<file path="config.mk">
export PLATFORM = sky130hd
export DESIGN_NAME = weight_serializer_flat
export DESIGN_NICKNAME = d
export VERILOG_FILES = /design/src/rtl/nn_pkg.sv /design/src/rtl/weight_serializer_if.sv /design/src/rtl/weight_fifo.sv /design/src/rtl/weight_serializer.sv /design/src/flat_wrapper.sv
export SDC_FILE = /design/constraint.sdc
export NUM_CORES = 1
export LEC_CHECK = 0
export CAP_MARGIN = 10
export CORE_MARGIN = 3
export CORE_UTILIZATION = 53
export CTS_CLUSTER_SIZE = 24
export DETAILED_ROUTE_END_ITERATION = 10
export HOLD_SLACK_MARGIN = 0.06
export PLACE_DENSITY = 0.84
export SLEW_MARGIN = 20
export SYNTH_ARGS = -nofsm -noshare
export SYNTH_HDL_FRONTEND = slang
export SYNTH_SLANG_ARGS = --single-unit
</file>
<file path="constraint.sdc">
create_clock -name clk -period 2 [get_ports clk]
set_input_delay 0.4 -clock clk [delete_from_list [all_inputs] [get_ports clk]]
set_output_delay 0.4 -clock clk [all_outputs]
set_load 0.005 [all_outputs]
</file>
<file path="src/rtl/nn_pkg.sv">
// Shared definitions for the neural-network datapath blocks.
//   WEIGHT_W_DEFAULT : default weight word width
//   ser_state_t      : weight serializer shifter FSM states
//   bit_cnt_width()  : width of a counter that indexes the bits of a word
package nn_pkg;

  localparam int unsigned WEIGHT_W_DEFAULT = 8;

  typedef enum logic {
    IDLE  = 1'b0,
    SHIFT = 1'b1
  } ser_state_t;

  // Keep at least one bit so a 1-bit word still gets a legal counter.
  function automatic int unsigned bit_cnt_width(input int unsigned width);
    return (width > 1) ? $clog2(width) : 1;
  endfunction

endpackage

</file>
<file path="src/rtl/weight_serializer_if.sv">
// Handshake bundle for the weight serializer.
//   master : producer/consumer side (drives weight_in, weight_valid, bit_ready)
//   slave  : serializer side (drives weight_ready and the serial bit stream)
interface weight_serializer_if #(
  parameter int unsigned WEIGHT_W = nn_pkg::WEIGHT_W_DEFAULT
);

  logic [WEIGHT_W-1:0] weight_in;
  logic                weight_valid;
  logic                weight_ready;
  logic                bit_ready;
  logic                Weight_bit;
  logic                bit_valid;
  logic                word_first;
  logic                word_last;
  logic                busy;

  modport master (
    output weight_in, weight_valid, bit_ready,
    input  weight_ready, Weight_bit, bit_valid, word_first, word_last, busy
  );

  modport slave (
    input  weight_in, weight_valid, bit_ready,
    output weight_ready, Weight_bit, bit_valid, word_first, word_last, busy
  );

endinterface

</file>
<file path="src/rtl/weight_fifo.sv">
// Synchronous FIFO used to buffer words ahead of a serializer.
//   clk, reset : clock and asynchronous active-high reset
//   push/wdata : write request and data (ignored while full)
//   pop/rdata  : read request (ignored while empty); rdata shows the head
//   full/empty : occupancy flags
//   count      : number of stored words
module weight_fifo #(
  parameter int unsigned WIDTH = 8,
  parameter int unsigned DEPTH = 2,
  localparam int unsigned PtrW = (DEPTH > 1) ? $clog2(DEPTH) : 1,
  localparam int unsigned CntW = $clog2(DEPTH + 1)
) (
  input  logic             clk,
  input  logic             reset,
  input  logic             push,
  input  logic [WIDTH-1:0] wdata,
  input  logic             pop,
  output logic [WIDTH-1:0] rdata,
  output logic             full,
  output logic             empty,
  output logic [CntW-1:0]  count
);

  logic [WIDTH-1:0] mem [DEPTH];
  logic [PtrW-1:0]  wptr_q, rptr_q;
  logic [CntW-1:0]  count_q;
  logic             do_push, do_pop;

  assign full    = (count_q == CntW'(DEPTH));
  assign empty   = (count_q == '0);
  assign count   = count_q;
  assign rdata   = mem[rptr_q];
  // No bypass: a full FIFO refuses a push even if a pop happens this cycle.
  assign do_push = push && !full;
  assign do_pop  = pop && !empty;

  always_ff @(posedge clk) begin
    if (do_push) begin
      mem[wptr_q] <= wdata;
    end
  end

  // DEPTH is a power of two, so pointers wrap by natural overflow.
  always_ff @(posedge clk or posedge reset) begin
    if (reset) begin
      wptr_q  <= '0;
      rptr_q  <= '0;
      count_q <= '0;
    end else begin
      if (do_push) wptr_q <= wptr_q + PtrW'(1);
      if (do_pop)  rptr_q <= rptr_q + PtrW'(1);
      unique case ({do_push, do_pop})
        2'b10:   count_q <= count_q + CntW'(1);
        2'b01:   count_q <= count_q - CntW'(1);
        default: count_q <= count_q;
      endcase
    end
  end

endmodule

</file>
<file path="src/rtl/weight_serializer.sv">
// Bit-serial weight source: buffers parallel weight words and shifts them out
// one bit per accepted clock, back-to-back while words are available.
//   clk, reset : clock and asynchronous active-high reset
//   bus        : weight_in/weight_valid/weight_ready word handshake in,
//                Weight_bit/bit_valid/bit_ready serial stream out, with
//                word_first/word_last framing and busy status
module weight_serializer
  import nn_pkg::*;
#(
  parameter int unsigned WEIGHT_W   = WEIGHT_W_DEFAULT,
  parameter int unsigned FIFO_DEPTH = 2,
  parameter bit          MSB_FIRST  = 1'b1
) (
  input logic           clk,
  input logic           reset,
  weight_serializer_if.slave bus
);

  localparam int unsigned CntW  = bit_cnt_width(WEIGHT_W);
  localparam int unsigned FCntW = $clog2(FIFO_DEPTH + 1);
  localparam logic [CntW-1:0] LastCnt = CntW'(WEIGHT_W - 1);

  ser_state_t          state_q;
  logic [WEIGHT_W-1:0] sreg_q, sreg_shift;
  logic [CntW-1:0]     bit_cnt_q;

  logic [WEIGHT_W-1:0] fifo_rdata;
  logic                fifo_full, fifo_empty, fifo_pop;
  logic [FCntW-1:0]    fifo_count;

  logic at_last;
  assign at_last = (state_q == SHIFT) && (bit_cnt_q == LastCnt);

  // Pop when idle, or when the last bit is consumed so the next word follows
  // without a bubble.
  assign fifo_pop = !fifo_empty && ((state_q == IDLE) || (at_last && bus.bit_ready));

  weight_fifo #(
    .WIDTH (WEIGHT_W),
    .DEPTH (FIFO_DEPTH)
  ) u_fifo (
    .clk   (clk),
    .reset (reset),
    .push  (bus.weight_valid),
    .wdata (bus.weight_in),
    .pop   (fifo_pop),
    .rdata (fifo_rdata),
    .full  (fifo_full),
    .empty (fifo_empty),
    .count (fifo_count)
  );

  always_comb begin
    sreg_shift = sreg_q;
    if (MSB_FIRST) sreg_shift = sreg_q << 1;
    else           sreg_shift = sreg_q >> 1;
  end

  always_ff @(posedge clk or posedge reset) begin
    if (reset) begin
      state_q   <= IDLE;
      sreg_q    <= '0;
      bit_cnt_q <= '0;
    end else begin
      unique case (state_q)
        IDLE: begin
          if (!fifo_empty) begin
            sreg_q    <= fifo_rdata;
            bit_cnt_q <= '0;
            state_q   <= SHIFT;
          end
        end
        SHIFT: begin
          if (bus.bit_ready) begin
            if (bit_cnt_q == LastCnt) begin
              bit_cnt_q <= '0;
              if (!fifo_empty) begin
                sreg_q <= fifo_rdata;
              end else begin
                // Clear so the idle output bit reads 0.
                sreg_q  <= '0;
                state_q <= IDLE;
              end
            end else begin
              sreg_q    <= sreg_shift;
              bit_cnt_q <= bit_cnt_q + CntW'(1);
            end
          end
        end
        default: state_q <= IDLE;
      endcase
    end
  end

  assign bus.weight_ready = !fifo_full;
  assign bus.Weight_bit   = MSB_FIRST ? sreg_q[WEIGHT_W-1] : sreg_q[0];
  assign bus.bit_valid    = (state_q == SHIFT);
  assign bus.word_first   = (state_q == SHIFT) && (bit_cnt_q == '0);
  assign bus.word_last    = at_last;
  assign bus.busy         = (state_q == SHIFT) || (fifo_count != '0);

endmodule

</file>
<file path="src/flat_wrapper.sv">
// flat-port wrapper written by rule: the top's interface ports become plain ports
module weight_serializer_flat import nn_pkg::*;
#(
  parameter int unsigned WEIGHT_W   = WEIGHT_W_DEFAULT,
  parameter int unsigned FIFO_DEPTH = 2,
  parameter bit          MSB_FIRST  = 1'b1
)
  (clk, reset, bus_weight_in, bus_weight_valid, bus_bit_ready, bus_weight_ready, bus_Weight_bit, bus_bit_valid, bus_word_first, bus_word_last, bus_busy);
  weight_serializer_if #(.WEIGHT_W(WEIGHT_W)) bus_i ();
  input logic clk;
  input logic reset;
  input wire logic [$bits(bus_i.weight_in)-1:0] bus_weight_in;
  input wire logic [$bits(bus_i.weight_valid)-1:0] bus_weight_valid;
  input wire logic [$bits(bus_i.bit_ready)-1:0] bus_bit_ready;
  output wire logic [$bits(bus_i.weight_ready)-1:0] bus_weight_ready;
  output wire logic [$bits(bus_i.Weight_bit)-1:0] bus_Weight_bit;
  output wire logic [$bits(bus_i.bit_valid)-1:0] bus_bit_valid;
  output wire logic [$bits(bus_i.word_first)-1:0] bus_word_first;
  output wire logic [$bits(bus_i.word_last)-1:0] bus_word_last;
  output wire logic [$bits(bus_i.busy)-1:0] bus_busy;
  assign bus_i.weight_in = bus_weight_in;
  assign bus_i.weight_valid = bus_weight_valid;
  assign bus_i.bit_ready = bus_bit_ready;
  assign bus_weight_ready = bus_i.weight_ready;
  assign bus_Weight_bit = bus_i.Weight_bit;
  assign bus_bit_valid = bus_i.bit_valid;
  assign bus_word_first = bus_i.word_first;
  assign bus_word_last = bus_i.word_last;
  assign bus_busy = bus_i.busy;
  weight_serializer #(.WEIGHT_W(WEIGHT_W), .FIFO_DEPTH(FIFO_DEPTH), .MSB_FIRST(MSB_FIRST)) u_core (.clk(clk), .reset(reset), .bus(bus_i));
endmodule
</file>
==> impl_metrics.sql <==
INSERT INTO impl_metrics (metric_group, metric, value, unit) VALUES
('outcome', 'outcome', 'complete, no violations', ''),
('logic_synthesis', 'postSynthAreaPerCell', '12.6', 'sq um'),
('timing', 'slew-limit-headroom', '0.610', ''),
('pwr', 'total_power', '2.12', 'mW'),
('clock_network', 'clock_sinks', '32', ''),
('setup_path', 'r2r_setup_slack', '0.18', 'ns'),
('setup_path', 'critPathLaunchType', 'flip-flop', ''),
('timing', 'min_period_over_period', '0.956', ''),
('global_route', 'antenna_found_initial', '0', ''),
('setup_path', 'rr_worst_depth', '8', ''),
('timing', 'timing.final.crit_period', '1.91', 'ns'),
('logic_synthesis', 'synth_cell_types', '28', ''),
('global_route', 'grt_overflow_total', '0', ''),
('place', 'count_of_input_and_output_buffers', '17', ''),
('timing', 'timing.final.hold_violations', '0', ''),
('route', 'first_pass_iters', '6', ''),
('timing', 'finalMaxSlewViolations', '0', ''),
('clock_network', 'cts_hold_buffers', '0', ''),
('clock_network', 'clock_insertion_delay_worst_skew', '0.32', 'ns'),
('logic_synthesis', 'ys_warn_count', '0', ''),
('logic_synthesis', 'synth-seq-cells', '32', ''),
('timing', 'setup_viol', '0', ''),
('global_route', 'first_global_vias', '884', ''),
('place', 'dp_hpwl', '1.70', 'mm'),
('route', 'drc_errors', '0', ''),
('die', 'rows', '17', ''),
('die', 'fp.coreArea', '2360', 'sq um'),
('route', 'routed_via_density', '5.48', ''),
('route', 'drtAntennaViolNets', '0', ''),
('global_route', 'grt_first_pass_wirelength', '3.98', 'mm'),
('global_route', 'grt_max_degree', '17', ''),
('clock_network', 'clock_tree_from_tritoncts', 'yes', ''),
('setup_path', 'critical_path.max_fanout', '2', ''),
('die', 'die-width', '57.4', 'microns'),
('logic_synthesis', 'synth.yosys.seq_area_share', '0.630', ''),
('setup_path', 'regToRegEndpoint', 'u_core.u_fifo.count[1]', ''),
('clock_network', 'cts_htree_levels', '2', ''),
('final_layout', 'finalNonFillerCells', '166', ''),
('setup_path', 'crit-reg2reg-launch', 'u_core.bit_cnt_q[0]', ''),
('route', 'routed_wire_length_per_instance', '13.9', 'microns'),
('setup_path', 'crit_path_start', 'u_core.bit_cnt_q[0]', ''),
('setup_path', 'worst-setup-path-type', 'flip-flop to output port', ''),
('route', 'drt_iter0_drc', '39', ''),
('clock_network', 'clockRootBuffer', 'clkbuf_4', ''),
('clock_network', 'clockBufferDepth', '2', ''),
('route', 'wl', '2.31', 'mm'),
('timing', 'clock-skew-final', '0.0130', 'ns'),
('run', 'maximum_capacitance_violations', '0', ''),
('timing', 'maxClockFrequency', '523', 'MHz'),
('setup_path', 'worstPathArrival', '1.51', 'ns'),
('clock_network', 'worst_setup_hold_path_clk_slew', '0.10', 'ns'),
('logic_synthesis', 'total_nets_after_synthesis', '127', ''),
('timing', 'rsz0062_at_grt', 'no', ''),
('die', 'boundaryPins', '18', ''),
('final_layout', 'layout_stage_area_growth_over_the_synthesis_result', '21.8', '%'),
('place', 'place.detailed.instances', '156', ''),
('logic_synthesis', 'synthCells', '111', ''),
('die', 'starting_density_of_the_core', '0.592', ''),
('final_layout', 'num-fill-cells', '176', ''),
('min_path', 'timing.hold.worst.class', 'input port to asynchronous set/reset pin', ''),
('logic_synthesis', 'post_synth_instance_area', '1400', 'sq um'),
('setup_path', 'crit_end', 'bus_word_last', ''),
('final_layout', 'ratio_of_cells_with_drive_above_1_in_the_final_layout', '0.196', ''),
('clock_network', 'tritoncts.num_buffers', '5', ''),
('die', 'die_y', '57.4', 'microns'),
('pwr', 'peak_supply_drop', '0.990', 'mV'),
('pwr', 'power.density', '1240', 'nW/um^2'),
('final_layout', 'final_net_count', '153', ''),
('global_route', 'track_usage', '0.160', ''),
('timing', 'accumulated_negative_setup_slack', '0', 'ns'),
('final_layout', 'insertedDiodeCount', '0', ''),
('die', 'design.die.area', '3290', 'sq um'),
('setup_path', 'critical_path_required', '1.60', 'ns'),
('route', 'via_count', '909', ''),
('pwr', 'power.leakage', '0.712', 'nW'),
('place', 'gpl.final_weighted_congestion', '0.767', ''),
('setup_path', 'worst_setup_path_end_kind', 'output port', ''),
('timing', 'worst_slew_pin_slew', '0.584', 'ns');
==> cell usage after synthesis (all sizes together) <==
master	number	area share
o21a	1	0.0054
a22o	1	0.0063
o21ai	9	0.032
a21oi	8	0.029
ha	4	0.036
dfrtp	16	0.29
or2b	1	0.0054
nor2b	1	0.0045
xor2	2	0.013
buf	4	0.023
a31oi	7	0.036
a32o	1	0.0072
or3	1	0.0045
nand3	2	0.0072
and2	2	0.011
clkbuf	1	0.0027
nand2b	1	0.0045
inv	4	0.011
edfxtp	16	0.34
nand2	13	0.035
mux2	8	0.064
nor2	4	0.011
and3	1	0.0045
xnor2	3	0.019
==> critical path, cell delays in order, from the launching register on <==
cell and delay, ns:
dfrtp_1 0.40, ha_1 0.21, ha_2 0.18, and2_1 0.14, dlygate4sd2_1 0.25
==> per-stage QoR <==
stage	util	hold slack (ns)	setup slack, ns	area, sq um
finish	0.722	0.428	0.0880	1700
CTS	0.719	0.451	0.00108	1700
floorplan	-	0.314	0.384	1400
global placement	0.680	0.475	0.165	1610
global route	0.722	0.464	0.0102	1700
detailed placement	0.680	0.486	0.0678	1610
==> registers in the layout (all words and copies together), names as in the netlist <==
name	flops
u_core.u_fifo.mem	16
u_core.sreg_q	8
u_core.bit_cnt_q	3
u_core.u_fifo.count	2
u_core.bus.bit_valid	1
u_core.u_fifo.rptr_q	1
u_core.u_fifo.wptr_q	1
==> logic make-up (layout without fill, tap and decap cells) <==
| kind of cell | count (synthesis) | count (layout) | synth area share |
|---|---|---|---|
| xor gates and xnor gates | 5 | 5 | 0.0313 |
| DFF | 32 | 32 | 0.630 |
| AOI/OAI and AO/OA | 27 | 27 | 0.115 |
| buffers and inverters | 9 | 36 | 0.0367 |
| adders and majority gates | 4 | 4 | 0.0358 |
| muxes | 8 | 8 | 0.0644 |
| and+or+nand+nor | 26 | 26 | 0.0868 |
==> worst min path at each step <==
| stage | start | to | slack [ns] | cells past startpoint |
|---|---|---|---|---|
| CTS | reset | u_core.sreg_q[7] | 0.45 | 2 |
| global route | reset | u_core.sreg_q[2] | 0.46 | 2 |
| detailed placement | u_core.u_fifo.wptr_q | u_core.u_fifo.wptr_q | 0.49 | 1 |
| floorplan | reset | u_core.bit_cnt_q[0] | 0.31 | 1 |
| global placement | u_core.u_fifo.wptr_q | u_core.u_fifo.wptr_q | 0.48 | 1 |
| finish | reset | u_core.sreg_q[7] | 0.43 | 2 |
==> metal layers <==
layer,part of all wire,track usage
met1,0.47,0.199
met3,0.052,0.0566
met4,0.010,0.0497
met5,0,0
met2,0.47,0.261
==> cell usage in the layout, fill, tap and decap left out, types with 2 or more instances in the layout <==
cell type	instances
buf_4	7
clkdlybuf4s50_1	14
ha_1	3
o21ai_0	7
a31oi_1	6
xor2_1	2
dfrtp_1	15
nand3_1	2
edfxtp_1	16
mux2_2	8
clkbuf_4	5
dlymetal6s2s_1	2
nand2_1	13
xnor2_1	3
o21ai_1	2
inv_1	3
a21oi_1	8
nor2_1	4
==> layout make-up <==
class / instances / area, sq um / area share
Clock buffer: 6 / 41.3 / 0.0242
Clock inverter: 2 / 35.0 / 0.0206
Inverter: 4 / 15.0 / 0.00881
Multi-Input combinational cell: 70 / 469 / 0.275
Sequential cell: 32 / 882 / 0.518
Timing Repair Buffer: 24 / 226 / 0.133
Tap cell: 28 / 35.0 / 0.0206
==> power by group <==
part | switching, mW | leakage, nW | total (mW) | internal (mW)
Clock | 0.207 | 0.0422 | 0.469 | 0.262
Combinational | 0.274 | 0.338 | 0.607 | 0.333
Sequential | 0.134 | 0.331 | 1.04 | 0.909
Total | 0.615 | 0.712 | 2.12 | 1.50
==> timing repair <==
action / CTS / global route
setup endpoints to repair: 2 / 3
buffers inserted: 2 / 0
gates resized for setup: 2 / 4
hold endpoints to repair: 0 / 0
Power figures use the tool's default switching activity.
